### src/rtl/instr_fetch_queue_if.sv
// Fetch-to-decode queue bundle: upstream PC/instruction pair, redirect and decode handshake.
// master = fetch/decode side driving the queue, slave = the queue itself.
interface instr_fetch_queue_if #(
    parameter int CW = 3
);
    logic [31:0]   PCResult;
    logic [31:0]   Instruction;
    logic          InValid;
    logic          PCWrite;
    logic          Flush;
    logic          DecodeReady;
    logic          OutValid;
    logic [31:0]   OutInstruction;
    logic [31:0]   OutPC;
    logic [CW-1:0] Count;

    modport master (
        output PCResult, Instruction, InValid, Flush, DecodeReady,
        input  PCWrite, OutValid, OutInstruction, OutPC, Count
    );

    modport slave (
        input  PCResult, Instruction, InValid, Flush, DecodeReady,
        output PCWrite, OutValid, OutInstruction, OutPC, Count
    );
endinterface

### src/rtl/instr_fetch_queue.sv
// Circular FIFO of {PC, instruction} pairs between fetch and decode, with flush and PC stall.
// Define FETCH_QUEUE_BYPASS_EN to let an empty queue forward the incoming pair in the same cycle.
module instr_fetch_queue #(
    parameter int DEPTH = 4,
    parameter int CW    = $clog2(DEPTH + 1)
) (
    input  logic               Clk_i,
    input  logic               Reset_i,
    instr_fetch_queue_if.slave bus
);
    localparam int PW = $clog2(DEPTH);

    logic [31:0]   pcMem_q    [DEPTH];
    logic [31:0]   instrMem_q [DEPTH];
    logic [PW-1:0] wrPtr_q, wrPtr_d;
    logic [PW-1:0] rdPtr_q, rdPtr_d;
    logic [CW-1:0] count_q, count_d;

    logic full;
    logic empty;
    logic push;
    logic pop;
    logic storedValid;
    logic bypassTake;

    assign full        = (count_q == CW'(DEPTH));
    assign empty       = (count_q == '0);
    assign storedValid = ~empty & ~bus.Flush;

    // Head outputs are forced to zero whenever nothing valid is presented.
`ifdef FETCH_QUEUE_BYPASS_EN
    logic bypass;
    assign bypass              = empty & bus.InValid & ~bus.Flush;
    assign bypassTake          = bypass & bus.DecodeReady;
    assign bus.OutValid        = storedValid | bypass;
    assign bus.OutPC           = storedValid ? pcMem_q[rdPtr_q]
                               : (bypass ? bus.PCResult : 32'h0);
    assign bus.OutInstruction  = storedValid ? instrMem_q[rdPtr_q]
                               : (bypass ? bus.Instruction : 32'h0);
`else
    assign bypassTake          = 1'b0;
    assign bus.OutValid        = storedValid;
    assign bus.OutPC           = storedValid ? pcMem_q[rdPtr_q] : 32'h0;
    assign bus.OutInstruction  = storedValid ? instrMem_q[rdPtr_q] : 32'h0;
`endif

    assign push        = bus.InValid & ~full & ~bus.Flush & ~bypassTake;
    assign pop         = storedValid & bus.DecodeReady;
    assign bus.PCWrite = ~full | bus.Flush;
    assign bus.Count   = count_q;

    always_comb begin
        wrPtr_d = wrPtr_q;
        rdPtr_d = rdPtr_q;
        count_d = count_q;
        if (bus.Flush) begin
            wrPtr_d = '0;
            rdPtr_d = '0;
            count_d = '0;
        end else begin
            if (push) wrPtr_d = wrPtr_q + PW'(1);
            if (pop)  rdPtr_d = rdPtr_q + PW'(1);
            case ({push, pop})
                2'b10:   count_d = count_q + CW'(1);
                2'b01:   count_d = count_q - CW'(1);
                default: count_d = count_q;
            endcase
        end
    end

    always_ff @(posedge Clk_i or negedge Reset_i) begin
        if (!Reset_i) begin
            wrPtr_q <= '0;
            rdPtr_q <= '0;
            count_q <= '0;
        end else begin
            wrPtr_q <= wrPtr_d;
            rdPtr_q <= rdPtr_d;
            count_q <= count_d;
        end
    end

    always_ff @(posedge Clk_i or negedge Reset_i) begin
        if (!Reset_i) begin
            for (int i = 0; i < DEPTH; i++) begin
                pcMem_q[i]    <= 32'h0;
                instrMem_q[i] <= 32'h0;
            end
        end else if (push) begin
            pcMem_q[wrPtr_q]    <= bus.PCResult;
            instrMem_q[wrPtr_q] <= bus.Instruction;
        end
    end
endmodule

### src/flat_wrapper.sv
// flat-port wrapper written by rule: the top's interface ports become plain ports
module instr_fetch_queue_flat 
#(
    parameter int DEPTH = 4,
    parameter int CW    = $clog2(DEPTH + 1)
)
  (Clk_i, Reset_i, bus_PCResult, bus_Instruction, bus_InValid, bus_Flush, bus_DecodeReady, bus_PCWrite, bus_OutValid, bus_OutInstruction, bus_OutPC, bus_Count);
  instr_fetch_queue_if #(.CW(CW)) bus_i ();
  input  logic Clk_i;
  input  logic Reset_i;
  input wire logic [$bits(bus_i.PCResult)-1:0] bus_PCResult;
  input wire logic [$bits(bus_i.Instruction)-1:0] bus_Instruction;
  input wire logic [$bits(bus_i.InValid)-1:0] bus_InValid;
  input wire logic [$bits(bus_i.Flush)-1:0] bus_Flush;
  input wire logic [$bits(bus_i.DecodeReady)-1:0] bus_DecodeReady;
  output wire logic [$bits(bus_i.PCWrite)-1:0] bus_PCWrite;
  output wire logic [$bits(bus_i.OutValid)-1:0] bus_OutValid;
  output wire logic [$bits(bus_i.OutInstruction)-1:0] bus_OutInstruction;
  output wire logic [$bits(bus_i.OutPC)-1:0] bus_OutPC;
  output wire logic [$bits(bus_i.Count)-1:0] bus_Count;
  assign bus_i.PCResult = bus_PCResult;
  assign bus_i.Instruction = bus_Instruction;
  assign bus_i.InValid = bus_InValid;
  assign bus_i.Flush = bus_Flush;
  assign bus_i.DecodeReady = bus_DecodeReady;
  assign bus_PCWrite = bus_i.PCWrite;
  assign bus_OutValid = bus_i.OutValid;
  assign bus_OutInstruction = bus_i.OutInstruction;
  assign bus_OutPC = bus_i.OutPC;
  assign bus_Count = bus_i.Count;
  instr_fetch_queue #(.DEPTH(DEPTH), .CW(CW)) u_core (.Clk_i(Clk_i), .Reset_i(Reset_i), .bus(bus_i));
endmodule
### config.mk
export PLATFORM = sky130hd
export DESIGN_NAME = instr_fetch_queue_flat
export DESIGN_NICKNAME = d
export VERILOG_FILES = /design/src/rtl/instr_fetch_queue_if.sv /design/src/rtl/instr_fetch_queue.sv /design/src/flat_wrapper.sv
export SDC_FILE = /design/constraint.sdc
export NUM_CORES = 1
export LEC_CHECK = 0
export CAP_MARGIN = 20
export CORE_MARGIN = 3
export CORE_UTILIZATION = 53
export CTS_CLUSTER_DIAMETER = 150
export DETAILED_ROUTE_END_ITERATION = 6
export PLACE_DENSITY_LB_ADDON = 0.05
export SKIP_LAST_GASP = 1
export SLEW_MARGIN = 15
export SYNTH_ARGS = -nofsm -noshare
export SYNTH_HDL_FRONTEND = slang
export SYNTH_SLANG_ARGS = --single-unit
### constraint.sdc
create_clock -name Clk_i -period 5.8 [get_ports Clk_i]
set_clock_uncertainty 0.15 [all_clocks]
set_input_delay 0.87 -clock Clk_i [delete_from_list [all_inputs] [get_ports Clk_i]]
set_output_delay 0.87 -clock Clk_i [all_outputs]
set_load 0.01 [all_outputs]
# Word level (Yosys, flattened, before mapping)
# Index checks and enable logic that the tools add are counted.
[totals] reg_bits=263 inputBits=69 out_inout_bits=69 word_cells=54
[classes] n_addsub=4 n_lt_le_gt_ge=3 n_eq_ne=3 mux=18 bitwise_logic=10 reduce_logical=5
[op_table] op="128-bit bitwise mux" count=2
[op_table] op="32-bit two-way mux" count=7
[op_table] op="32-bit binary-select mux with 2-bit select" count=2
[op_table] op="32-bit demux with 2-bit select" count=1
[op_table] op="2-bit two-way mux" count=4
[op_table] op="3-bit greater-or-equal comparator, second input constant" count=2
[op_table] op="2-bit NOT with 3-bit output" count=2
[op_table] op="3-bit one-hot mux with 2 select lines" count=1
[op_table] op="2-bit by 1-bit adder with 2-bit output, second input constant" count=2
[op_table] op="1-bit bitwise AND" count=4
[op_table] op="2-bit nonzero test" count=2
[op_table] op="3-bit by 1-bit adder with 3-bit output, second input constant" count=1
[op_table] op="3-bit == test, second input constant" count=1
[op_table] op="3-bit logical NOT" count=1
[op_table] op="3-bit by 1-bit < comparator with 1-bit output, second input constant" count=1
[op_table] op="3-bit two-way mux" count=1
[op_table] op="1-bit NOT" count=3
[op_table] op="3-bit nonzero test" count=1
[op_table] op="3-bit by 1-bit subtractor with 3-bit output, second input constant" count=1
[op_table] op="2-bit by 1-bit == test with 1-bit output, second input constant" count=1
[op_table] op="2-bit == test, second input constant" count=1
[op_table] op="1-bit logical AND" count=1
[op_table] op="1-bit OR" count=1

# Logic depth before layout (Yosys ltp)
# Gate-level depths: netlist of run 1.
[logic_depth] word_depth=7 depth_mapped=9 mapped_depth_nobuf=8

# Worst setup path before layout of run 1
# Ideal clock, no wire load.
[synth_path] kind="input to output" from="in bus_Flush" to="out bus_OutInstruction[10]" arrival_ps=1604 required_ps=4780 path_slack_ps=3176 stages=4 n_path_buf=2 path_cell_list="nor2_1 clkbuf_1 clkbuf_1 and2_1"
[synth_via] elab_chain_len=3
[synth_lines] element="start, declared" line="flat_wrapper.sv:14" rtl="input wire logic [$bits(bus_i.Flush)-1:0] bus_Flush;"
[synth_lines] element="1-bit NOT" line="instr_fetch_queue.sv:28" rtl="assign storedValid = ~empty & ~bus.Flush;"
[synth_lines] element="1-bit bitwise AND" line="instr_fetch_queue.sv:28"
[synth_lines] element="32-bit two-way mux" line="instr_fetch_queue.sv:44" rtl="assign bus.OutInstruction = storedValid ? instrMem_q[rdPtr_q] : 32'h0;"
[synth_lines] element="end, declared" line="flat_wrapper.sv:18" rtl="output wire logic [$bits(bus_i.OutInstruction)-1:0] bus_OutInstruction;"
# No other way between the ends.

# Final worst setup path of run 1
[layout_path] from="reg u_core.rdPtr_q[0]" to="out bus_OutPC[28]"
[layout_via] elab_chain_len=5
[layout_lines] element="start, declared" line="instr_fetch_queue.sv:16" rtl="logic [PW-1:0] rdPtr_q, rdPtr_d;"
[layout_lines] element="start signal, assigned" line="instr_fetch_queue.sv:78" rtl="rdPtr_q <= rdPtr_d;"
[layout_lines] element="2-bit NOT with 3-bit output (implied by the code)" line="instr_fetch_queue.sv:43" rtl="assign bus.OutPC = storedValid ? pcMem_q[rdPtr_q] : 32'h0;"
[layout_lines] element="32-bit binary-select mux with 2-bit select" line="instr_fetch_queue.sv:43"
[layout_lines] element="32-bit two-way mux (implied by the code) (2 in series)" line="instr_fetch_queue.sv:43"
[layout_lines] element="32-bit two-way mux" line="instr_fetch_queue.sv:43"
[layout_lines] element="end, declared" line="flat_wrapper.sv:19" rtl="output wire logic [$bits(bus_i.OutPC)-1:0] bus_OutPC;"
# No other way between the ends. The select of a mux whose other input is x is not followed.

==> flow_summary.yaml, run 1 <==
status:
  outcome: "completed"
detailed_routing:
  num_vias: 6888
  drtIter0Drc: 420
  firstDrtPassIters: 5
  drc: 0
  detail-route-antenna-nets: 0
  wl_met3_um: 1270
  wl_um: 27300
  top_layer: "met4"
  vias_per_cell: 5.60
  wl_met1_um: 12200
  post_drt_wl_per_cell_um: 22.2
  met2_length_um: 13200
worst_setup_path:
  path_buf_inv: 2
  slowest_delay_ps: 990
  arrival_ps: 3210
  crit_family: "flip-flops"
  slowest_stage: "dfrtp_4"
  worstPathRequired_ps: 4780
  crit_path_start_kind: "flop"
  crit_chain: "buf_4, mux4_2, and2_1, clkdlybuf4s50_1"
  crit_path_end_kind: "output pin"
  path_max_fanout: 40
  crit_type: "reg2out"
timing:
  tns_ps: 0
  max_freq_mhz: 236
  worst_pin_slew_ps: 1010
  hold_viol_final: 0
  maxSlewViolCount: 0
  timing.final.crit_share: 0.730
  finalCriticalPeriod_ps: 4230
  setup_viol: 0
  slew_headroom: 0.328
  rsz0062_at_grt: "no"
clock_network:
  clock-root-buffer: "clkbuf_16"
  insertion_delay_ps: 520
  post-cts-setup-buffers: 0
  ctsHoldBuffers: 0
  clk_pin_slew_ps: 60
  clock_sinks: 263
  cts_buffer_depth: 3
  cts_tree: "done"
  post_cts_resize_count: 0
  cts_max_level: 1
  cts_made_buffers: 29
pwr:
  combPwrFrac: 0.269
  ir_drop_uv: 263
  leakage_nw: 6.64
  powerDensity_nw_per_um2: 416
  p_int_mw: 4.70
  switchingPower_mw: 1.62
  switching_share: 0.256
  seq_power_share: 0.453
  p_clk_frac: 0.278
die:
  io_pins: 138
  die_w_um: 162
  die-area_um2: 26400
  rows: 56
  die_h_um: 162
  fp.coreArea_um2: 23800
  initial_utilization: 0.546
placement:
  dpl_cell_area_um2: 14300
  gp_congestion: 0.746
  hpwl_um: 16700
  portBuffers: 137
layout:
  syn2layout_area_growth_pct: 17.2
  final_common_cell: "dfrtp_1"
  final_cell_mix: "261 x dfrtp_1, 180 x mux2_4, 136 x clkdlybuf4s50_1, 72 x mux2_1"
  antennaDiodeCount: 0
  layout-drive-gt1-share: 0.348
  design_area_um2: 15200
  nNetsFinal: 962
yosys:
  yosys_warnings: 0
  synth_area_um2: 13000
  seq_area_frac_synth: 0.507
  synth_seq_cells: 263
  synth_fp_nets: 833
  yosysUniqueCellTypes: 37
  netlist_instances: 759
  synth.avg_cell_area_um2: 17.1
global_route:
  grt_max_degree: 119
  first_global_vias: 7909
  grt_antenna_before_repair: 1
  overflow: 0
  grt_use_total: 0.215
  grt_pass1_wl_um: 45200
min_path:
  min_path_type: "in2async"
job:
  maxCapViolations: 0
-- per-layer routing --
metal / GRT usage / up-vias
li1: - / 3016
met1: 0.304 / 3677
met2: 0.352 / 146
met3: 0.0361 / 49
met4: 0.0485 / 0
met5: 0 / -
-- cell families (layout without fill, tap and decap cells) --
logic type,count (synthesis),after routing,synth area share
AOI/OAI and AO/OA,17,17,0.00800
and+or+nand+nor,95,95,0.0449
xor gates and xnor gates,3,3,0.00203
buffers and inverters,56,207,0.0470
adders and majority gates,5,5,0.00540
DFF,263,263,0.507
muxes,320,320,0.385
-- metrics by stage --
step / hold WS (ps) / instances / worst slack, ps / power [mW] / utilization
after floorplan: 302 / 759 / 3180 / 4.06 / -
after global placement: 311 / 1176 / 1660 / 4.47 / 0.601
after detailed placement: 319 / 1176 / 1580 / 4.60 / 0.601
after CTS: 281 / 1229 / 1450 / 6.39 / 0.640
after global routing: 302 / 1229 / 1340 / 6.65 / 0.640
final: 235 / 1229 / 1570 / 6.32 / 0.640
-- final cells by class --
type	instances	area, um^2
Tap cell	319	399
Timing Repair Buffer	151	1490
Multi-Input combinational cell	440	5790
Clock inverter	7	37.5
Fill cell	1674	8550
Clock buffer	46	880
Sequential cell	263	6590
Inverter	3	11.3
-- power by group through the flow --
stage / registers, mW / logic [mW] / clock network, mW
2_1_floorplan: 2.72 / 1.34 / 0
6_report: 2.86 / 1.70 / 1.76
3_3_place_gp: 2.81 / 1.66 / 0
4_1_cts: 2.86 / 1.73 / 1.80
5_1_grt: 2.94 / 1.84 / 1.88
3_5_place_dp: 2.88 / 1.72 / 0
-- cell usage after synthesis --
library cell / count / area, um^2
buf_2: 10 / 50.1
mux2_4: 180 / 2700
or2_2: 1 / 6.26
nand2_1: 3 / 11.3
a2111oi_0: 1 / 8.76
buf_1: 3 / 11.3
clkbuf_1: 13 / 48.8
and3b_1: 1 / 8.76
ha_1: 4 / 50.1
and2_4: 3 / 26.3
inv_1: 3 / 11.3
and2b_1: 1 / 7.51
xor2_1: 1 / 8.76
o21ai_0: 5 / 25.0
buf_12: 21 / 420
nand2b_1: 3 / 18.8
fa_1: 1 / 20.0
mux2_2: 4 / 45.0
or3_1: 1 / 6.26
dfrtp_1: 263 / 6580
or3b_4: 1 / 11.3
nor2_1: 10 / 37.5
nor2b_1: 1 / 6.26
xnor2_1: 2 / 17.5
and2_1: 64 / 400
nand3_1: 1 / 5.00
a221o_1: 2 / 20.0
nor3_1: 1 / 5.00
o22ai_1: 1 / 6.26
nor3b_1: 1 / 7.51
a22o_1: 1 / 8.76
a21oi_1: 7 / 35.0
nand3b_1: 2 / 15.0
mux2_1: 72 / 811
and4b_1: 1 / 10.0
buf_6: 6 / 67.6
mux4_2: 64 / 1440
-- path summary, 6_finish.rpt --
path | start | endpoint | slack [ps] | cells after the start
setup / recovery | u_core.rdPtr_q[0] | bus_OutPC[28] | 1570 | 4
hold / removal | Reset_i | u_core.pcMem_q[66] | 240 | 1
setup reg to reg | u_core.bus.Count[0] | u_core.pcMem_q[96] | 2700 | 5
hold reg to reg | u_core.pcMem_q[41] | u_core.pcMem_q[41] | 330 | 1
max in group asynchronous | Reset_i | u_core.bus.Count[0] | 3870 | 2
min in group Clk_i | u_core.pcMem_q[41] | u_core.pcMem_q[41] | 330 | 1
-- state kept, by name (all words and copies together), names as in the netlist --
register / cells
u_core.rdPtr_q: 2
u_core.pcMem_q: 128
u_core.instrMem_q: 128
u_core.wrPtr_q: 2
u_core.bus.Count: 3
Power figures use the tool's default switching activity.
==> inputs of run 2 (changes only) <==
Settings changed: CORE_UTILIZATION 53 to 52.
Clock period 5.8 ns to 3.7 ns, I/O delays scaled along.
==> flow_summary.yaml, run 2 (same netlist as run 1, synthesis figures left out) <==
worst_setup_path:
  crit_type: "reg2out"
  cp.depth: 3
  crit_path_end_kind: "output pin"
  worstReg2RegStart: "u_core.bus.Count[0]"
  critical_path.startpoint: "u_core.rdPtr_q[1]"
  slowest_stage: "dfrtp_4"
  path_max_fanout: 66
  crit_family: "flip-flops"
  r2r-end: "u_core.bus.Count[1]"
  path_buf_inv: 1
  critical_path.endpoint: "bus_OutInstruction[20]"
  ff2ff_setup_slack_ps: 1240
  crit_path_start_kind: "flop"
  slowest_delay_ps: 1180
  worstPathRequired_ps: 2990
  crit_chain: "mux4_2, and2_1, clkdlybuf4s50_1"
  arrival_ps: 2880
  ff2ff_path_depth: 7
placement:
  hpwl_um: 16700
  dpl_cell_area_um2: 14400
  gp_congestion: 0.771
  portBuffers: 137
die:
  die_h_um: 164
  die_w_um: 164
  rows: 57
  fp.coreArea_um2: 24400
  die-area_um2: 26900
  io_pins: 138
  initial_utilization: 0.532
global_route:
  grt_max_degree: 99
  grt_antenna_before_repair: 3
  grt_use_total: 0.210
  grt_pass1_wl_um: 44300
  overflow: 0
  first_global_vias: 7895
timing:
  worst_pin_slew_ps: 1140
  tns_ps: 0
  timing.final.crit_share: 0.968
  max_freq_mhz: 279
  finalCriticalPeriod_ps: 3580
  maxSlewViolCount: 0
  rsz0062_at_grt: "no"
  slew_headroom: 0.238
  hold_viol_final: 0
  setup_viol: 0
clock_network:
  cts_made_buffers: 30
  insertion_delay_ps: 530
  clock-root-buffer: "clkbuf_16"
  cts_tree: "done"
  post_cts_resize_count: 0
  post-cts-setup-buffers: 0
  clk_pin_slew_ps: 60
  clock_sinks: 263
  ctsHoldBuffers: 1
  cts_max_level: 1
  cts_buffer_depth: 3
pwr:
  powerDensity_nw_per_um2: 650
  ir_drop_uv: 383
  leakage_nw: 6.70
detailed_routing:
  wl_um: 27500
  vias_per_cell: 5.62
  post_drt_wl_per_cell_um: 22.2
  drc: 0
  drtIter0Drc: 359
  firstDrtPassIters: 4
  detail-route-antenna-nets: 0
  num_vias: 6973
layout:
  fill_cells: 1787
  nNetsFinal: 967
  final_cell_mix: "261 x dfrtp_1, 180 x mux2_4, 136 x clkdlybuf4s50_1, 72 x mux2_1"
  layout-drive-gt1-share: 0.347
  final_common_cell: "dfrtp_1"
  syn2layout_area_growth_pct: 18.7
  design_area_um2: 15400
status:
  outcome: "completed"
job:
  maxCapViolations: 0
min_path:
  worstHoldStart: "u_core.instrMem_q[51]"
  min_path_type: "reg2reg"
-- run 2: cell count changes in the layout (fill, tap and decap cells not counted), sizes merged --
cell         before  now
diode             0    1
bufinv            0    1
dlygate4sd3       0    1
buf              15   18
clkbuf           46   47
-- run 2: final cells by class --
class	instances	area [um^2]	area share
antenna	1	2.50	0.000163
clock buffer	47	876	0.0569
clock inverter	8	67.6	0.00439
inverter	3	11.3	0.000731
multi-input combinational	440	5790	0.376
sequential	263	6590	0.428
tap	324	405	0.0263
timing repair buffer	155	1650	0.107
-- run 2: per-layer routing --
metal / global-route usage / vias up / wire [um]
met5: 0 / - / 7
li1: - / 3043 / -
met1: 0.296 / 3747 / 12400
met4: 0.0446 / 2 / 373
met2: 0.346 / 152 / 13500
met3: 0.0363 / 29 / 1160
-- run 2: per-stage QoR --
stage / hold WS (ps) / total power, mW / worst slack (ps) / util / instances
finish: 330 / 10.0 / 117 / 0.631 / 1241
global route: 341 / 10.5 / 50.8 / 0.631 / 1241
CTS: 334 / 10.1 / 122 / 0.631 / 1240
detailed placement: 320 / 7.24 / 546 / 0.592 / 1184
global placement: 312 / 7.04 / 604 / 0.592 / 1184
floorplan: 109 / 6.36 / 1400 / - / 759
-- run 2: worst min-delay path by stage --
| stage | to | cells after the start |
|---|---|---|
| after floorplan | u_core.bus.Count[0] | 0 |
| after global placement | u_core.pcMem_q[39] | 1 |
| after detailed placement | u_core.instrMem_q[51] | 1 |
| after CTS | u_core.instrMem_q[51] | 1 |
| after global routing | u_core.pcMem_q[34] | 1 |
| final | u_core.instrMem_q[51] | 1 |
-- run 2: report_power, final --
part / internal [mW] / switching [mW]
clock network: 1.68 / 1.13
logic: 1.89 / 0.810
registers: 3.89 / 0.602
==> inputs of run 3 (changes only) <==
Clock period 3.7 ns to 3.24 ns, I/O delays scaled along.
==> flow_summary.yaml, run 3 (same netlist as run 1, synthesis figures left out) <==
status:
  outcome: "completed"
global_route:
  grt_max_degree: 83
  grt_antenna_before_repair: 0
  grtUsageMet3: 0.0330
  grt_use_total: 0.209
  first_global_vias: 7771
  grt_util_met2: 0.338
  grt_busiest_layer: "met2"
  met1_usage: 0.308
  grt_pass1_wl_um: 44400
  overflow: 0
pwr:
  powerDensity_nw_per_um2: 755
  p_clk_frac: 0.309
  ir_drop_uv: 402
  power_mw: 11.9
  leakage_nw: 6.87
  combPwrFrac: 0.264
  switching_share: 0.247
  switchingPower_mw: 2.94
  seq_power_share: 0.427
  p_int_mw: 8.95
worst_setup_path:
  slowest_stage: "mux4_2"
  crit_chain: "buf_16, mux4_2, and2_1, clkdlybuf4s50_1"
  arrival_ps: 2560
  worstReg2RegStart: "u_core.bus.Count[0]"
  ff2ff_setup_slack_ps: 700
  path_max_fanout: 38
  crit_path_start_kind: "flop"
  slowest_delay_ps: 610
  crit_type: "reg2out"
  crit_path_end_kind: "output pin"
  critical_path.startpoint: "u_core.rdPtr_q[0]"
  worstPathRequired_ps: 2600
layout:
  fill_cells: 1756
  nNetsFinal: 979
  syn2layout_area_growth_pct: 21.4
  layout-drive-gt1-share: 0.366
  final_cell_mix: "261 x dfrtp_1, 180 x mux2_4, 136 x clkdlybuf4s50_1, 72 x mux2_1"
  design_area_um2: 15700
  fin_cells: 1253
  final_common_cell: "dfrtp_1"
  fin_util: 0.646
  antennaDiodeCount: 0
timing:
  tns_ps: 0
  worst_pin_slew_ps: 664
  slew_headroom: 0.558
  timing.final.crit_share: 0.985
  hold_viol_final: 0
  rsz0062_at_grt: "yes"
  max_freq_mhz: 313
  timing.final.ws_setup_ps: 47.3
  maxSlewViolCount: 0
  setup_viol: 0
  hold_ws_ps: 327
  finalCriticalPeriod_ps: 3190
min_path:
  min_path_type: "reg2reg"
  worstHoldStart: "u_core.instrMem_q[37]"
placement:
  portBuffers: 137
  dp_cells: 1196
  dpl_cell_area_um2: 14600
  post-place-ws_ps: 393
  hpwl_um: 17200
  gp_congestion: 0.757
clock_network:
  clock_sinks: 263
  cts_made_buffers: 30
  post-cts-setup-buffers: 0
  clk_pin_slew_ps: 60
  cts_max_level: 1
  insertion_delay_ps: 530
  cts_tree: "done"
  cts_buffer_depth: 3
  clock-root-buffer: "clkbuf_16"
detailed_routing:
  firstDrtPassIters: 4
  drtIter0Drc: 357
  vias_per_cell: 5.50
  wl_um: 27200
  detail-route-antenna-nets: 0
  post_drt_wl_per_cell_um: 21.7
  drc: 0
  num_vias: 6888
die:
  io_pins: 138
  fp.coreArea_um2: 24400
  initial_utilization: 0.532
  rows: 57
  die_h_um: 164
  die-area_um2: 26900
  die_w_um: 164
job:
  maxCapViolations: 0
==> run 3: changes by cell type in the layout (fill, tap and decap cells not counted) <==
cell       change
clkbuf_1       -8
buf_16         +1
buf_4          +5
clkbuf_8       +4
bufinv_16      +4
buf_12         +6
nor3_1         -1
clkinv_8       +1
diode_2        -1
nor3_2         +1
==> run 3: cell type report <==
class / count / area, um^2 / area share
clock inverter: 13 / 204 / 0.0130
clock buffer: 43 / 901 / 0.0572
inverter: 3 / 11.3 / 0.000715
multi-input combinational: 440 / 5800 / 0.368
tap: 324 / 405 / 0.0257
timing repair buffer: 167 / 1840 / 0.117
sequential: 263 / 6590 / 0.418
==> run 3: layer usage <==
metal  routed length, um  up-vias
li1                    -     3050
met1               12600     3663
met2               13100      140
met3                1130       35
met4                 403        0
met5                   0        -
==> run 3: final timing paths <==
kind	endpoint	cells past startpoint
min in group asynchronous	u_core.instrMem_q[120]	2
hold / removal	u_core.instrMem_q[37]	1
hold reg to reg	u_core.instrMem_q[37]	1
setup / recovery	bus_OutInstruction[0]	4
setup reg to reg	u_core.pcMem_q[69]	5
max in group asynchronous	u_core.pcMem_q[15]	3
==> run 3: what timing repair did <==
action	CTS	global route
endpoints found under the hold margin	75	0
hold buffers	1	0
setup endpoints to repair	3	22
gates resized for setup	2	0
==> run 3: power groups by stage <==
| stage | Sequential [mW] | Combinational (mW) | Clock [mW] |
|---|---|---|---|
| finish | 5.08 | 3.13 | 3.68 |
| global route | 5.22 | 3.37 | 3.90 |
| CTS | 5.08 | 3.18 | 3.76 |
| detailed placement | 5.11 | 3.17 | 0 |
| global placement | 5.00 | 3.07 | 0 |
| floorplan | 4.86 | 2.40 | 0 |
==> run 3: critical path: cells and delay by family (launching register included) <==
family / cells / cell delay, ps
and+or+nand+nor: 1 / 190
DFF: 1 / 450
buffers and inverters: 2 / 770
muxes: 1 / 610
